`config.mk`:
```
export PLATFORM = sky130hd
export DESIGN_NAME = display_mode_sequencer_flat
export DESIGN_NICKNAME = d
export VERILOG_FILES = /design/src/rtl/display_mode_sequencer_if.sv /design/src/rtl/display_mode_sequencer.sv /design/src/flat_wrapper.sv
export SDC_FILE = /design/constraint.sdc
export NUM_CORES = 1
export LEC_CHECK = 0
export CORE_AREA = 2 2 45 47
export DETAILED_ROUTE_END_ITERATION = 10
export DIE_AREA = 0 0 47 49
export PLACE_DENSITY = 0.74
export SLEW_MARGIN = 25
export SYNTH_ARGS = -nofsm -noshare
export SYNTH_HDL_FRONTEND = slang
export SYNTH_SLANG_ARGS = --single-unit
```
`constraint.sdc`:
```
create_clock -name clk -period 2.1 [get_ports clk]
set_input_delay 0.42 -clock clk [delete_from_list [all_inputs] [get_ports clk]]
set_output_delay 0.42 -clock clk [all_outputs]
set_load 0.01 [all_outputs]
```
`src/rtl/display_mode_sequencer_if.sv`:
```
// Control inputs and display-select outputs of the display mode sequencer.
interface display_mode_sequencer_if;
    logic       start;
    logic       holdSwitch;
    logic       modeButton;
    logic       oneHzTick;
    logic [3:0] enableMask;
    logic [2:0] MODE;
    logic       modeChanged;
    logic [3:0] dwellCount;

    modport master (
        output start, holdSwitch, modeButton, oneHzTick, enableMask,
        input  MODE, modeChanged, dwellCount
    );

    modport slave (
        input  start, holdSwitch, modeButton, oneHzTick, enableMask,
        output MODE, modeChanged, dwellCount
    );
endinterface

```
`src/rtl/display_mode_sequencer.sv`:
```
// Rotates the display mux select through enabled modes on a seconds dwell,
// with hold, a debounced-by-lockout manual advance button and mask tracking.
module display_mode_sequencer #(
    parameter int DWELL_SEC   = 2,
    parameter int LOCKOUT_CYC = 4
) (
    input  logic                     clk,
    input  logic                     reset_n,
    display_mode_sequencer_if.slave  bus
);

    localparam int         LW         = (LOCKOUT_CYC < 1) ? 1 : $clog2(LOCKOUT_CYC + 1);
    localparam logic [3:0] DWELL_LAST = 4'(DWELL_SEC - 1);

    typedef enum logic [1:0] {IDLE, ROTATE, HOLD} state_t;

    state_t        r_state;
    state_t        w_state_nxt;
    logic          r_btn_s1;
    logic          r_btn_s2;
    logic          r_btn_d;
    logic [LW-1:0] r_lock;
    logic [1:0]    r_mode;
    logic [1:0]    w_mode_nxt;
    logic [1:0]    w_mode_adv;
    logic [3:0]    r_dwell;
    logic [3:0]    w_dwell_nxt;
    logic          r_changed;
    logic          w_press;
    logic          w_accept;

    // Lowest cyclic distance wins; with no other enabled mode the current one is kept.
    function automatic logic [1:0] f_next_mode(input logic [1:0] cur, input logic [3:0] mask);
        logic [1:0] res;
        logic [1:0] idx;
        res = cur;
        for (int k = 3; k >= 1; k--) begin
            idx = cur + 2'(k);
            if (mask[idx]) res = idx;
        end
        return res;
    endfunction

    assign w_press    = r_btn_s2 & ~r_btn_d;
    assign w_accept   = w_press && (r_lock == '0) && (r_state != IDLE) && bus.start;
    assign w_mode_adv = f_next_mode(r_mode, bus.enableMask);

    always_comb begin
        w_state_nxt = r_state;
        w_mode_nxt  = r_mode;
        w_dwell_nxt = r_dwell;

        if (!bus.start)           w_state_nxt = IDLE;
        else if (bus.holdSwitch)  w_state_nxt = HOLD;
        else                      w_state_nxt = ROTATE;

        if (r_state == IDLE || w_state_nxt == IDLE) begin
            w_mode_nxt  = 2'd0;
            w_dwell_nxt = 4'd0;
        end else if (bus.enableMask == 4'b0000) begin
            w_mode_nxt  = 2'd0;
            w_dwell_nxt = 4'd0;
        end else if (!bus.enableMask[r_mode] || w_accept) begin
            w_mode_nxt  = w_mode_adv;
            w_dwell_nxt = 4'd0;
        end else if (r_state == ROTATE && bus.oneHzTick) begin
            // Expiry advances instead of letting the count reach DWELL_SEC.
            if (r_dwell >= DWELL_LAST) begin
                w_mode_nxt  = w_mode_adv;
                w_dwell_nxt = 4'd0;
            end else begin
                w_dwell_nxt = r_dwell + 4'd1;
            end
        end
    end

    always_ff @(posedge clk or negedge reset_n) begin
        if (!reset_n) begin
            r_state   <= IDLE;
            r_btn_s1  <= 1'b0;
            r_btn_s2  <= 1'b0;
            r_btn_d   <= 1'b0;
            r_lock    <= '0;
            r_mode    <= 2'd0;
            r_dwell   <= 4'd0;
            r_changed <= 1'b0;
        end else begin
            r_state   <= w_state_nxt;
            r_btn_s1  <= bus.modeButton;
            r_btn_s2  <= r_btn_s1;
            r_btn_d   <= r_btn_s2;
            if (w_accept)          r_lock <= LW'(LOCKOUT_CYC);
            else if (r_lock != '0) r_lock <= r_lock - 1'b1;
            r_mode    <= w_mode_nxt;
            r_dwell   <= w_dwell_nxt;
            r_changed <= (w_mode_nxt != r_mode);
        end
    end

    assign bus.MODE        = {1'b0, r_mode};
    assign bus.modeChanged = r_changed;
    assign bus.dwellCount  = r_dwell;

endmodule

```
`src/flat_wrapper.sv`:
```
// flat-port wrapper written by rule: the top's interface ports become plain ports
module display_mode_sequencer_flat 
#(
    parameter int DWELL_SEC   = 2,
    parameter int LOCKOUT_CYC = 4
)
  (clk, reset_n, bus_start, bus_holdSwitch, bus_modeButton, bus_oneHzTick, bus_enableMask, bus_MODE, bus_modeChanged, bus_dwellCount);
  display_mode_sequencer_if bus_i ();
  input  logic clk;
  input  logic reset_n;
  input wire logic [$bits(bus_i.start)-1:0] bus_start;
  input wire logic [$bits(bus_i.holdSwitch)-1:0] bus_holdSwitch;
  input wire logic [$bits(bus_i.modeButton)-1:0] bus_modeButton;
  input wire logic [$bits(bus_i.oneHzTick)-1:0] bus_oneHzTick;
  input wire logic [$bits(bus_i.enableMask)-1:0] bus_enableMask;
  output wire logic [$bits(bus_i.MODE)-1:0] bus_MODE;
  output wire logic [$bits(bus_i.modeChanged)-1:0] bus_modeChanged;
  output wire logic [$bits(bus_i.dwellCount)-1:0] bus_dwellCount;
  assign bus_i.start = bus_start;
  assign bus_i.holdSwitch = bus_holdSwitch;
  assign bus_i.modeButton = bus_modeButton;
  assign bus_i.oneHzTick = bus_oneHzTick;
  assign bus_i.enableMask = bus_enableMask;
  assign bus_MODE = bus_i.MODE;
  assign bus_modeChanged = bus_i.modeChanged;
  assign bus_dwellCount = bus_i.dwellCount;
  display_mode_sequencer #(.DWELL_SEC(DWELL_SEC), .LOCKOUT_CYC(LOCKOUT_CYC)) u_core (.clk(clk), .reset_n(reset_n), .bus(bus_i));
endmodule
```
==> Word level (Yosys, flattened, before mapping) <==
Index checks and enable logic that the tools add are counted.
{ "totals": {"regBits": 15, "inputBits": 10, "out_inout_bits": 8, "elab_cells": 62} }
{ "classes": {"addsub": 5, "magnitude_cmp": 5, "n_eq_ne": 2, "mux": 25, "n_bitwise": 2, "reduce_logical": 15} }
{ "op_table": {"columns": ["cell", "n"], "rows": [
  ["2-bit 2-to-1 mux", 10],
  ["4-bit 2-to-1 mux", 5],
  ["2-bit by 3-bit < comparator with 1-bit output (second input constant)", 4],
  ["1-bit binary-select mux with 2-bit select", 4],
  ["3-bit 2-to-1 mux", 2],
  ["2-bit adder (second input constant)", 2],
  ["4-bit by 1-bit adder with 4-bit output (second input constant)", 1],
  ["4-bit by 1-bit greater-or-equal comparator with 1-bit output (second input constant)", 1],
  ["1-bit logical AND", 4],
  ["2-bit logical NOT", 2],
  ["4-bit logical NOT", 1],
  ["1-bit 2-to-1 mux", 4],
  ["2-bit nonzero test", 2],
  ["4-bit nonzero test", 1],
  ["3-bit logical NOT", 1],
  ["3-bit nonzero test", 1],
  ["3-bit by 1-bit subtractor with 3-bit output (second input constant)", 1],
  ["2-bit by 1-bit adder with 2-bit output (second input constant)", 1],
  ["2-bit by 1-bit == test with 1-bit output (second input constant)", 1],
  ["1-bit logical OR", 2],
  ["2-bit inequality test", 1],
  ["1-bit AND", 1],
  ["1-bit logical NOT", 1],
  ["1-bit NOT", 1]
]} }

==> Logic depth before layout (Yosys ltp) <==
{ "depth": {"word_depth": 12, "mapped_depth": 7, "depth_no_buf": 7} }

==> Least setup slack after synthesis <==
OpenSTA, ideal clock, no wires.
{ "synth_path": {"path_kind": "reg-to-reg", "from": "register u_core.r_mode[0]", "to": "register u_core.r_mode[1]", "setup_ns": 0.119, "arrival_time_ns": 1.391, "t_required_ns": 1.981, "path_slack_ns": 0.590, "path_stages_with_launch": 6, "n_path_buf": 1, "period_less_slack_ns": 1.510, "path_cell_list": "dfrtp_1 > buf_6 > mux4_2 > o211ai_2 > mux2i_1 > nor2_1"} }
{ "synth_via": {"elab_chain_len": 11, "elab_cells_between_ends": 21} }
{ "synth_rtl": {"columns": ["element", "line", "text"], "rows": [
  ["start, declared", "display_mode_sequencer.sv:23", "logic [1:0] r_mode;"],
  ["start signal, assigned", "display_mode_sequencer.sv:94", "r_mode <= w_mode_nxt;"],
  ["2-bit adder", "display_mode_sequencer.sv:38", "idx = cur + 2'(k);"],
  ["1-bit binary-select mux with 2-bit select", "display_mode_sequencer.sv:39", "if (mask[idx]) res = idx;"],
  ["1-bit 2-to-1 mux (implied by the code)", "display_mode_sequencer.sv:39", null],
  ["2-bit 2-to-1 mux (3 in series)", "display_mode_sequencer.sv:39", null],
  ["2-bit 2-to-1 mux", "display_mode_sequencer.sv:68", "if (r_dwell >= DWELL_LAST) begin"],
  ["2-bit 2-to-1 mux", "display_mode_sequencer.sv:66", "end else if (r_state == ROTATE && bus.oneHzTick) begin"],
  ["2-bit 2-to-1 mux *", "display_mode_sequencer.sv:63", "end else if (!bus.enableMask[r_mode] || w_accept) begin"],
  ["2-bit 2-to-1 mux *", "display_mode_sequencer.sv:60", "end else if (bus.enableMask == 4'b0000) begin"],
  ["2-bit 2-to-1 mux *", "display_mode_sequencer.sv:57", "if (r_state == IDLE || w_state_nxt == IDLE) begin"],
  ["net u_core.w_mode_nxt[1]", "display_mode_sequencer.sv:24", "logic [1:0] w_mode_nxt;"]
]} }
The timed path passes the listed nets; every way through them passes the cells marked *. The select of a mux whose other input is x is not followed.
A chain may end at the register's enable or synchronous reset.

==> Final worst setup path <==
{ "layout_path": {"from": "register u_core.r_mode[0]", "to": "output bus_MODE[0]"} }
{ "layout_rtl": {"columns": ["element", "line", "text"], "rows": [
  ["end, declared", "flat_wrapper.sv:16", "output wire logic [$bits(bus_i.MODE)-1:0] bus_MODE;"]
]} }
No word-level cell between the ends.

==> summary.md <==
| Metric | Value |
|---|---|
| RSZ-0062 raised after global routing | `no` |
| Final wirelength | `1.40 mm` |
| Clock slew at reported path FFs | `0.09 ns` |
| Max-Cap Viols | `0` |
| Area delta synth->final | `24.5%` |
| Final non-filler cell total | `130` |
| Most frequent cells in the layout | `16 x clkdlybuf4s50_1, 15 x dfrtp_1, 9 x nor2_1, 6 x inv_1` |
| Combinational power share | `27.8%` |
| Element type at the critical path end | `primary output` |
| Total grt overflow | `0` |
| Detailed Route Iter0 Violations | `10` |
| Setup Viol. Count Final | `0` |
| Final Slew Violations | `0` |
| Share of cells above drive strength 1 | `7.77%` |
| CP Launch Type | `flip-flop` |
| Outcome | `completed` |
| Pin count of the biggest net entering global routing | `16` |
| Dominant cell type by area after synthesis | `dfrtp_1` |
| Die ar. | `0.00230 mm^2` |
| Yosys top cell area share | `44.8%` |
| CTS tree | `built` |
| Row cnt | `16` |
| DR vias | `~650` |
| Switching share of power | `30.4%` |
| Crit path time final | `1.84 ns` |
| Slew headroom | `56.6%` |
| Top cells by area, synth | `dfrtp_1 45%, ha_1 7.5%, nor2_1 4.0%` |
| Seq/Total Area, Yosys | `between 40 and 50%` |
| Core Region | `0.00184 mm^2` |
| Worst min-delay path class | `flip-flop to flip-flop` |
| Mapped cell area | `837 um^2` |
| Sw Pwr | `0.000218 W` |
| Initial cell density of the core | `45.4%` |
| WS Path Type | `flip-flop to primary output` |
| Vias in the first global route | `595` |
| Post-Synthesis Cells | `85` |
| Worst slack at placement | `around 0.12 ns` |
| Skew-Pair Late Insertion Delay | `approximately 0.28 ns` |
| GRT Total Usage | `15.3%` |
| DP HPWL | `approximately 1.1 mm` |
| Nets | `119` |
| CP bufs+invs | `1` |
| Count of cell types in the netlist | `31` |
| Setup_tns | `0 ns` |
| Worst-Margin Slew | `0.648 ns` |
| Initial antenna violation count | `0` |
| Fmax | `0.545 GHz` |
| LEAKAGE | `0.447 nW` |
| Crit-path slowest cell | `clkdlybuf4s50_1` |
| Syn nets | `100` |
| WP data arrival | `1.42 ns` |
| Final Cycle Share | `87.4%` |
| Critical path's top delay family | `buffers and inverters` |
| Ant diodes | `0` |
| CTS Buffer Depth | `2` |
| Final worst slack | `approximately 0.26 ns` |
| Die W | `47 um` |
| WP data required | `1.68 ns` |
| Number of remaining DRC errors | `0` |
| Clk pwr share | `22.1%` |
| Crit-path max FO | `11` |
| CTS sink count | `15` |
| Internal | `0.000499 W` |
| Most common cell after layout, fill and taps aside | `clkdlybuf4s50_1` |
| Smallest hold slack | `0.356 ns` |
| 1st-pass router iterations | `4` |
| Post-cts resize count | `0` |
| Die H | `between 40 and 50 um` |
| CTS Buf Count | `3` |
| Worst vdd ir | `0.456 mV` |
| Ports | `18` |
| Setup clock skew after layout | `0.00286 ns` |
| # port buffers | `16` |
| Avg Inst Size Synth | `between 9 and 10 um^2` |
| Post-CTS Setup Bufs | `0` |
| RePlAce Congestion | `0.842` |
| Reg power frac | `50.1%` |
| Vias per inst | `~5` |
| First-pass GRT wire length | `2.55 mm` |
| DRT antenna net count | `0` |
| H-tree Lvls | `1` |
| Crit path cell chain | `clkdlybuf4s50_1` |
| Placed Cells incl. Taps | `126` |
| Wirelength per Cell | `about 11 um` |
| Yosys reg bits | `15` |
| PwrDens | `687 mW/mm^2` |
| Largest stage delay, worst path | `about 0.60 ns` |
| CTS Hold Bufs | `0` |
| Root Buffer Master | `clkbuf_4` |
| Fill count | `176` |
| Warnings from Yosys | `0` |
| Final hold vios | `0` |
layer usage:
layer | global-route usage, % | up-vias | part of all wire [%]
met4 | 4.17 | 0 | 0
met5 | 0 | - | 0
met1 | 19.9 | 300 | 46
met2 | 23.7 | 14 | 49
li1 | - | 334 | -
met3 | 5.56 | 0 | 4.1
final timing paths:
path / startpoint / endpoint / slack (ns) / cells after the start
max: u_core.r_mode[0] / bus_MODE[0] / 0.26 / 1
min in group asynchronous: reset_n / u_core.r_lock[0] / 0.53 / 1
max in group asynchronous: reset_n / u_core.bus.dwellCount[0] / 1.15 / 1
min: u_core.r_btn_s1 / u_core.r_btn_s2 / 0.36 / 0
min reg2reg: u_core.r_btn_s1 / u_core.r_btn_s2 / 0.36 / 0
max reg2reg: u_core.r_lock[0] / u_core.r_mode[1] / 0.45 / 7
flip-flops by register name, indices dropped and copies added (netlist names):
register / cells
u_core.r_lock: 3
u_core.bus.dwellCount: 4
u_core.r_mode: 2
u_core.r_btn_s2: 1
u_core.bus.modeChanged: 1
u_core.r_state: 2
u_core.r_btn_s1: 1
u_core.r_btn_d: 1
synthesized netlist by cell type:
cell       instances
and2b_1            1
nor2b_1            3
nor2_1             9
o211ai_1           1
nand2b_1           3
a21o_1             1
buf_4              1
or2_2              1
nand4b_1           1
mux4_2             1
o211ai_2           1
nand3_1            3
o22ai_1            2
nor4b_1            1
inv_1              6
a22oi_1            2
nand3b_1           2
a211oi_1           2
a21oi_1            3
buf_2              1
mux2i_1            3
nand4bb_1          1
buf_6              1
o21ai_0            5
conb_1             1
nor3_1             2
dfrtp_1           15
and2_1             1
ha_1               5
or2b_1             1
nand2_1            5
power groups by stage:
stage	combinational [W]	sequential (W)	clock, W
6_report	0.000199	0.000359	0.000158
5_1_grt	0.000228	0.000365	0.000194
4_1_cts	0.000202	0.000359	0.000164
3_5_place_dp	0.000201	0.000365	0
3_3_place_gp	0.000189	0.000362	0
2_1_floorplan	0.000140	0.000357	0
area by class of cell:
cell class	instances	area [um^2]	area share (%)
tap	27	33.8	3.24
clock inverter	1	5.00	0.480
clock buffer	3	22.5	2.16
timing repair buffer	17	168	16.1
multi-input combinational	61	415	39.9
sequential	15	375	36.0
inverter	6	22.5	2.16
kinds of logic after synthesis:
kind of cell,Yosys count,synth area share [%]
compound gates,17,13.2
buf+inv,9,5.53
fa+ha+maj,5,7.47
simple gates,34,22.3
flops,15,44.8
mux,4,6.28
other cells,1,0.448
metrics by stage:
step	utilization, %	cell area [um^2]	total power (W)
after floorplan	-	837	0.000497
after global placement	55.1	1010	0.000552
after detailed placement	55.1	1010	0.000565
after CTS	56.6	1040	0.000725
after global routing	56.6	1040	0.000787
final	56.6	1040	0.000716
No activity file was read; power rests on OpenSTA's default activity.
